## config.mk

```make
export PLATFORM = sky130hd
export DESIGN_NAME = fifo_stream_rd_flat
export DESIGN_NICKNAME = d
export VERILOG_FILES = /design/src/rtl/fifo_stream_rd_if.sv /design/src/rtl/fifo_stream_rd.sv /design/src/flat_wrapper.sv
export SDC_FILE = /design/constraint.sdc
export NUM_CORES = 1
export LEC_CHECK = 0
export CAP_MARGIN = 25
export CORE_MARGIN = 5
export CORE_UTILIZATION = 41
export DETAILED_ROUTE_END_ITERATION = 10
export PLACE_DENSITY_LB_ADDON = 0.12
export SLEW_MARGIN = 40
export SYNTH_ARGS = -nofsm -noshare
export SYNTH_HDL_FRONTEND = slang
export SYNTH_SLANG_ARGS = --single-unit
```

## constraint.sdc

```tcl
create_clock -name clk -period 3.24 [get_ports clk]
set_input_delay 0.648 -clock clk [delete_from_list [all_inputs] [get_ports clk]]
set_output_delay 0.648 -clock clk [all_outputs]
set_load 0.005 [all_outputs]
```

## src/rtl/fifo_stream_rd_if.sv

```systemverilog
// fifo_stream_rd_if: FIFO read port plus valid/ready stream, grouped for the
// fifo_stream_rd adapter. The master side is the adapter: it drives the FIFO pop
// strobe and the stream outputs. The slave side is the FIFO and the consumer.
interface fifo_stream_rd_if #(
    parameter int DATAWIDTH = 8
);
    logic                 fifo_empty;
    logic                 fifo_read;
    logic [DATAWIDTH-1:0] fifo_dout;
    logic                 m_valid;
    logic                 m_ready;
    logic [DATAWIDTH-1:0] m_data;
    logic                 m_last;

    modport master (
        input  fifo_empty,
        output fifo_read,
        input  fifo_dout,
        output m_valid,
        input  m_ready,
        output m_data,
        output m_last
    );

    modport slave (
        output fifo_empty,
        input  fifo_read,
        output fifo_dout,
        input  m_valid,
        output m_ready,
        input  m_data,
        input  m_last
    );
endinterface

```

## src/rtl/fifo_stream_rd.sv

```systemverilog
// fifo_stream_rd: drains the read port of a dual-clock FIFO, which has
// registered flags and a registered read address, and presents the words as a
// valid/ready stream. After each pop the FIFO's empty flag and dout are stale
// for one cycle, so the FSM waits one cycle (SETTLE) before it may pop again.
// A 2-entry buffer absorbs consumer backpressure.
//
// Optional feature macro: FIFO_RD_EOS_EN. When it is defined, fifo_dout MSB is an
// end-of-stream flag. It is reported on m_last and masked off m_data. Popping a
// flagged word parks the FSM in HALT until flush.
//
// state  | meaning
// CHECK  | may pop if FIFO non-empty and buffer has room
// SETTLE | one-cycle wait after a pop, reset or flush (FIFO flags stale)
// HALT   | end-of-stream seen; no further pops until flush (EOS builds only)
module fifo_stream_rd #(
    parameter int DATAWIDTH = 8
) (
    input  logic             clk,
    input  logic             reset_n,
    input  logic             flush,
    output logic [15:0]      word_count,
    fifo_stream_rd_if.master bus
);

    typedef enum logic [1:0] {
        ST_CHECK  = 2'd0,
        ST_SETTLE = 2'd1,
        ST_HALT   = 2'd2
    } state_t;

    state_t               r_state;
    state_t               w_state_nxt;
    logic                 w_fifo_read;
    logic                 w_pop;
    logic                 w_eos_in;
    logic [DATAWIDTH-1:0] r_entry [2];
    logic                 r_rd_idx;
    logic                 r_wr_idx;
    logic [1:0]           r_count;
    logic [15:0]          r_word_count;
    logic [DATAWIDTH-1:0] w_head;

`ifdef FIFO_RD_EOS_EN
    assign w_eos_in = bus.fifo_dout[DATAWIDTH-1];
`else
    assign w_eos_in = 1'b0;
`endif

    // A consumer pop is discarded while flush is high.
    assign w_pop = (r_count != 2'd0) && bus.m_ready && !flush;

    // Next-state and pop strobe; pops only from CHECK, and never into a full buffer.
    always_comb begin
        w_state_nxt = r_state;
        w_fifo_read = 1'b0;
        if (flush) begin
            w_state_nxt = ST_SETTLE;
        end else begin
            case (r_state)
                ST_CHECK: begin
                    if (!bus.fifo_empty && (r_count < 2'd2)) begin
                        w_fifo_read = 1'b1;
                        w_state_nxt = w_eos_in ? ST_HALT : ST_SETTLE;
                    end
                end
                ST_SETTLE: w_state_nxt = ST_CHECK;
                ST_HALT:   w_state_nxt = ST_HALT;
                default:   w_state_nxt = ST_SETTLE;
            endcase
        end
    end

    // State register; reset lands in SETTLE because the FIFO empty flag is not yet valid.
    always_ff @(posedge clk or negedge reset_n) begin
        if (!reset_n) begin
            r_state <= ST_SETTLE;
        end else begin
            r_state <= w_state_nxt;
        end
    end

    // Output buffer, indices, occupancy and accepted-word counter.
    always_ff @(posedge clk or negedge reset_n) begin
        if (!reset_n) begin
            r_entry[0]   <= '0;
            r_entry[1]   <= '0;
            r_rd_idx     <= 1'b0;
            r_wr_idx     <= 1'b0;
            r_count      <= 2'd0;
            r_word_count <= 16'd0;
        end else if (flush) begin
            r_rd_idx     <= 1'b0;
            r_wr_idx     <= 1'b0;
            r_count      <= 2'd0;
            r_word_count <= 16'd0;
        end else begin
            if (w_fifo_read) begin
                r_entry[r_wr_idx] <= bus.fifo_dout;
                r_wr_idx          <= ~r_wr_idx;
            end
            if (w_pop) begin
                r_rd_idx     <= ~r_rd_idx;
                r_word_count <= r_word_count + 16'd1;
            end
            case ({w_fifo_read, w_pop})
                2'b10:   r_count <= r_count + 2'd1;
                2'b01:   r_count <= r_count - 2'd1;
                default: r_count <= r_count;
            endcase
        end
    end

    assign w_head        = r_entry[r_rd_idx];
    assign bus.fifo_read = w_fifo_read;
    assign bus.m_valid   = (r_count != 2'd0);
    assign word_count    = r_word_count;

`ifdef FIFO_RD_EOS_EN
    assign bus.m_data = {1'b0, w_head[DATAWIDTH-2:0]};
    assign bus.m_last = w_head[DATAWIDTH-1];
`else
    assign bus.m_data = w_head;
    assign bus.m_last = 1'b0;
`endif

endmodule

```

## src/flat_wrapper.sv

```systemverilog
// flat-port wrapper written by rule: the top's interface ports become plain ports
module fifo_stream_rd_flat 
#(
    parameter int DATAWIDTH = 8
)
  (clk, reset_n, flush, word_count, bus_fifo_empty, bus_fifo_read, bus_fifo_dout, bus_m_valid, bus_m_ready, bus_m_data, bus_m_last);
  fifo_stream_rd_if #(.DATAWIDTH(DATAWIDTH)) bus_i ();
  input  logic clk;
  input  logic reset_n;
  input  logic flush;
  output logic [15:0] word_count;
  input wire logic [$bits(bus_i.fifo_empty)-1:0] bus_fifo_empty;
  output wire logic [$bits(bus_i.fifo_read)-1:0] bus_fifo_read;
  input wire logic [$bits(bus_i.fifo_dout)-1:0] bus_fifo_dout;
  output wire logic [$bits(bus_i.m_valid)-1:0] bus_m_valid;
  input wire logic [$bits(bus_i.m_ready)-1:0] bus_m_ready;
  output wire logic [$bits(bus_i.m_data)-1:0] bus_m_data;
  output wire logic [$bits(bus_i.m_last)-1:0] bus_m_last;
  assign bus_i.fifo_empty = bus_fifo_empty;
  assign bus_fifo_read = bus_i.fifo_read;
  assign bus_i.fifo_dout = bus_fifo_dout;
  assign bus_m_valid = bus_i.m_valid;
  assign bus_i.m_ready = bus_m_ready;
  assign bus_m_data = bus_i.m_data;
  assign bus_m_last = bus_i.m_last;
  fifo_stream_rd #(.DATAWIDTH(DATAWIDTH)) u_core (.clk(clk), .reset_n(reset_n), .flush(flush), .word_count(word_count), .bus(bus_i));
endmodule
```

## Word-level counts from Yosys, hierarchy flattened

Index checks and enable logic that the tools add are counted.

| word-level totals | value |
|---|---|
| input bits | 13 |
| bits in registers | 38 |
| output and inout port bits | 27 |
| word-level logic and storage cells | 56 |

| cells by class | value |
|---|---|
| bitwise gates (word level) | 5 |
| multiplexer cells | 20 |
| add/subtract/negate cells | 3 |
| equality and inequality tests | 5 |
| reductions and logical operators | 12 |
| order comparisons | 4 |

Operators by type and width:

| operator | number |
|---|---|
| $mux 16 | 2 |
| $mux 8 | 4 |
| $add 16x1->16 const B | 1 |
| $bwmux 16 | 1 |
| $demux 8 s1 | 1 |
| $mux 1 | 7 |
| $mux 2 | 3 |
| $pmux 2 s3 | 1 |
| $reduce_bool 2->1 | 3 |
| $eq 2x1->1 const B | 2 |
| $eq 2x2->1 const B | 2 |
| $ge 2x2->1 const B | 2 |
| $logic_and 1x1->1 | 4 |
| $not 1->2 | 2 |
| $pmux 2 s2 | 1 |
| $ne 3x2->1 const B | 1 |
| $not 1->1 | 3 |
| $reduce_bool 3->1 | 1 |
| $add 2x1->2 const B | 1 |
| $logic_not 1->1 | 2 |
| $logic_not 2->1 | 1 |
| $lt 2x1->1 const B | 1 |
| $lt 2x2->1 const B | 1 |
| $reduce_and 2->1 | 1 |
| $sub 2x1->2 const B | 1 |

## Logic depth before layout (Yosys ltp)

| logic depth | value |
|---|---|
| depth after elaboration | 8 |
| depth in mapped cells | 6 |
| depth with buffers taken out | 6 |

## Worst setup path before layout

OpenSTA, ideal clock, no wires.

| timing path | value |
|---|---|
| path kind | in2reg |
| start | in bus_fifo_empty |
| end | reg u_core.r_entry[10] (netlist name) |
| data arrival time | 1707 ps |
| data required time | 3115 ps |
| path buffers | 0 |
| library setup time | 125 ps |
| cell stages on the path | 3 |
| slack | 1408 ps |
| path through | or3b_4 -> nor3_4 -> mux2_2 |

| between the ends | value |
|---|---|
| word-level cells in the longest chain between the ends | 6 |

RTL lines:

| element | RTL line | source |
|---|---|---|
| from (decl) | flat_wrapper.sv:12 | `input wire logic [$bits(bus_i.fifo_empty)-1:0] bus_fifo_empty;` |
| $logic_not 1->1 | fifo_stream_rd.sv:61 | `if (!bus.fifo_empty && (r_count < 2'd2)) begin` |
| $logic_and 1x1->1 | fifo_stream_rd.sv:61 |  |
| $mux 1 | fifo_stream_rd.sv:61 |  |
| $mux 1 | fifo_stream_rd.sv:59 | `case (r_state)` |
| $mux 1 | fifo_stream_rd.sv:56 | `if (flush) begin` |
| $reduce_and 2->1 (no line) | -- |  |
| to (signal, indexed assignment) | fifo_stream_rd.sv:98 | `r_entry[r_wr_idx] <= bus.fifo_dout;` |
| to (decl) | fifo_stream_rd.sv:36 | `logic [DATAWIDTH-1:0] r_entry [2];` |

Every way passes these cells.
A chain may end at the register's enable or synchronous reset.

## Worst setup path in the final report

| timing path | value |
|---|---|
| start | in bus_fifo_empty |
| end | out bus_fifo_read |

| between the ends | value |
|---|---|
| word-level cells in the longest chain between the ends | 5 |

RTL lines:

| element | RTL line | source |
|---|---|---|
| $logic_not 1->1 | fifo_stream_rd.sv:61 |  |
| $logic_and 1x1->1 | fifo_stream_rd.sv:61 |  |
| $mux 1 | fifo_stream_rd.sv:61 |  |
| $mux 1 | fifo_stream_rd.sv:59 |  |
| $mux 1 | fifo_stream_rd.sv:56 |  |
| to (decl) | flat_wrapper.sv:13 | `output wire logic [$bits(bus_i.fifo_read)-1:0] bus_fifo_read;` |

Every way passes these cells.

==> results by group <==
Status
  • Status: complete, no violations

Placement
  • GPL Wtd Cong: slightly above 0.7
  • Detail Placement HPWL: 2630 um
  • IO Port Bufs: 38

Yosys
  • #FFs+latches synth: 38
  • Synth Net Count: 180
  • Seq/Total Area, Yosys: approximately half
  • Yosys warning count: 0
  • Post-Synthesis Cells: ~160
  • Synth Flop Type: dfrtp_1
  • Netlist cell types: 34
  • Post-synthesis cell area: around 1900 sq um
  • Synth Area per Inst: around 11 sq um
  • Number of flops mapped to enable cells by yosys: 0
  • Async SR Flop Fraction: between 90% and 100%

Timing
  • Min Hold Slack: between 0.3 and 0.4 ns
  • Setup violations, final: 0
  • Max_slew headroom: ~63%
  • Tcrit/Tclk final: between 80 and 90%
  • Final hold violations: 0
  • FMAX: roughly 0.36 GHz
  • RSZ-0062 raised after global routing: false
  • Final Skew: ~0.0046 ns
  • Max Slew Vio Count: 0
  • Minimum clock period: between 2 and 3 ns
  • Slew @ Worst Pin: about 0.56 ns
  • Total Neg Setup Slack: 0 ns

Pwr
  • Clock power frac: between 20 and 30%
  • Combinational share of power: approximately a fifth
  • Pwr Density: approximately 460 nW/um^2
  • P_leak: around 0.0010 uW
  • Pint: between 800 and 900 uW
  • Sw Ratio: 23.04%
  • Pwr Total: between 1000 and 1500 uW
  • Psw: about 250 uW
  • Maximum VDD drop: 0.3455 mV
  • Sequential Power Share: 52.0%

Drt
  • Per-cell routed wire length: about 14 um
  • DR vias: around 1300
  • Drt pass-1 iters: 4
  • Routed WL: roughly 3600 um
  • Post-route ant nets: 0
  • DRC: 0
  • Vias/cell: ~5.1
  • DRT iter0 DRCs: just under 70

Flow run
  • Max Cap Viol: 0

Clock network
  • Post-cts sizing count: 0
  • Num CTS Buffers: 5
  • Clock sink count: 38
  • Post-CTS Hold Buffers: 0
  • Setup Buffers After CTS: 0
  • CTS root buf: clkbuf_8
  • Number of H-tree branching levels: 2
  • Clk Latency, worst-skew pair: about 0.28 ns
  • CTS tree: done
  • Max Root-Sink Buffers: 2
  • Clock transition at path regs: about 0.07 ns

Global routing
  • Vias in the first global route: about 1400
  • GR Util All Layers: about an eighth
  • Wire length of the first global-routing pass: a little over 6000 um
  • Largest net degree at the start of global routing: 39
  • Remaining Overflow, GRT: 0
  • Initial antenna violation count: 0

Critical path
  • CP Max Fanout: 3
  • CP Launch Type: input port
  • Crit path kind: input port to output pin
  • FF-to-FF path depth: 5
  • Beginning of the critical path: bus_fifo_empty
  • Worst EP required: 2.59 ns
  • Crit end category: output pin
  • Worst R2R Start: u_core.r_state[1]
  • Reg-to-reg slack, setup: roughly 1.3 ns
  • Worst EP arrival: about 2.2 ns
  • FF-to-FF End: u_core.r_entry[9]

Finish
  • Fill count: 378
  • Fin nets: between 200 and 250
  • Final Util: a little over half
  • Antenna diodes: 0
  • Synth-to-Final Area Change: 26.61%
  • Layout cells sized above 1: about a fifth

Floorplan
  • Row cnt: 24
  • Die W: about 77 um
  • I/O Pins: 40
  • DIE HEIGHT: around 77 um
  • Total core area: ~4400 sq um
  • Die outline area: about 6000 sq um
  • Starting Density: approximately 43%

Hold path
  • Hold Crit Class: input port to async pin
==> synthesized netlist by cell type (2+ instances only) <==
cell      number  area share (%)
a21oi_1        4             1.1
and2_1         2            0.67
and4_1         2            0.94
clkbuf_1       4            0.80
dfrtp_1       37              50
ha_1           3             2.0
inv_1          4            0.80
mux2_2        26              16
nand2_1        7             1.4
nand2b_1       3             1.0
nand3_1        5             1.3
nand4_1        7             2.3
nor2_1        20             4.0
nor2b_1        3             1.0
nor3_1         4             1.1
o21a_1         2            0.80
o21ai_0        2            0.54
xnor2_1        6             2.8
xor2_1         8             3.8
==> registers in the layout (all words and copies together), names as in the netlist <==
register / flops
u_core.word_count: 16
u_core.r_count: 2
u_core.r_state: 2
u_core.r_entry: 16
u_core.r_rd_idx: 1
u_core.r_wr_idx: 1
==> power by group through the flow <==
stage / Combinational (uW) / Clock [uW] / Sequential (uW)
after floorplan: 123 / 0 / 568
after global placement: 227 / 0 / 575
after detailed placement: 231 / 0 / 581
after CTS: 234 / 318 / 571
after global routing: 252 / 336 / 580
final: 229 / 298 / 571
==> cells by family after synthesis <==
group / count (synthesis) / synth area share [%]
mux: 27 / 16.22
flops: 38 / 51.01
compound gates: 12 / 4.491
other cells: 1 / 0.2009
xor+xnor: 14 / 6.568
buf+inv: 10 / 2.614
fa+ha+maj: 3 / 2.011
simple gates: 59 / 16.89
==> metrics by stage <==
stage	setup WS [ns]	std cells	instance area, sq um
2_1_floorplan	1.408	164	1867
3_3_place_gp	0.4223	249	2281
3_5_place_dp	0.4184	249	2281
4_1_cts	0.4150	257	2361
5_1_grt	0.3674	257	2364
6_report	0.4271	257	2364
==> cell usage in the layout, fill, tap and decap left out, types with 2 or more instances in the layout <==
| cell | count |
|---|---|
| dfrtp_1 | 37 |
| o21a_1 | 2 |
| ha_1 | 3 |
| buf_4 | 2 |
| nand3_1 | 5 |
| xor2_1 | 8 |
| mux2_2 | 26 |
| inv_1 | 4 |
| o21ai_0 | 2 |
| and4_1 | 2 |
| a21oi_1 | 4 |
| xnor2_1 | 6 |
| clkbuf_1 | 3 |
| clkdlybuf4s50_1 | 37 |
| nand2_1 | 7 |
| nor2_1 | 20 |
| nor3_1 | 4 |
| clkbuf_8 | 5 |
| nor2b_1 | 3 |
| nand4_1 | 7 |
| nand2b_1 | 3 |
| and2_1 | 2 |
==> layout make-up <==
cell class / instances / area, sq um / area share [%]
flip-flops and latches: 38 / 952.2 / 40.29
multi-input cells: 116 / 865.8 / 36.63
repair buffers: 39 / 385.4 / 16.30
clock buffers: 8 / 80.08 / 3.388
well taps: 52 / 65.06 / 2.753
inverters: 4 / 15.01 / 0.6353
==> per-layer routing <==
layer | vias to the layer above | share of wire (%) | GRT usage [%]
met4 | 0 | 1.2 | 3.608
met5 | - | 0 | 0
li1 | 642 | - | -
met1 | 628 | 43 | 14.52
met2 | 41 | 48 | 21.97
met3 | 6 | 7.5 | 5.324
==> worst max-delay path: stages <==
cell,delay [ns]
clkdlybuf4s50_1,0.43
or3b_4,0.45
nor2_4,0.11
clkdlybuf4s50_1,0.53
==> worst max path at each step <==
stage / endpoint / cells past startpoint
6_report: bus_fifo_read / 4
3_3_place_gp: bus_fifo_read / 4
3_5_place_dp: bus_fifo_read / 4
2_1_floorplan: u_core.r_entry[10] / 3
5_1_grt: bus_fifo_read / 4
4_1_cts: bus_fifo_read / 4
Note: power is estimated with default switching activity, not from simulation.
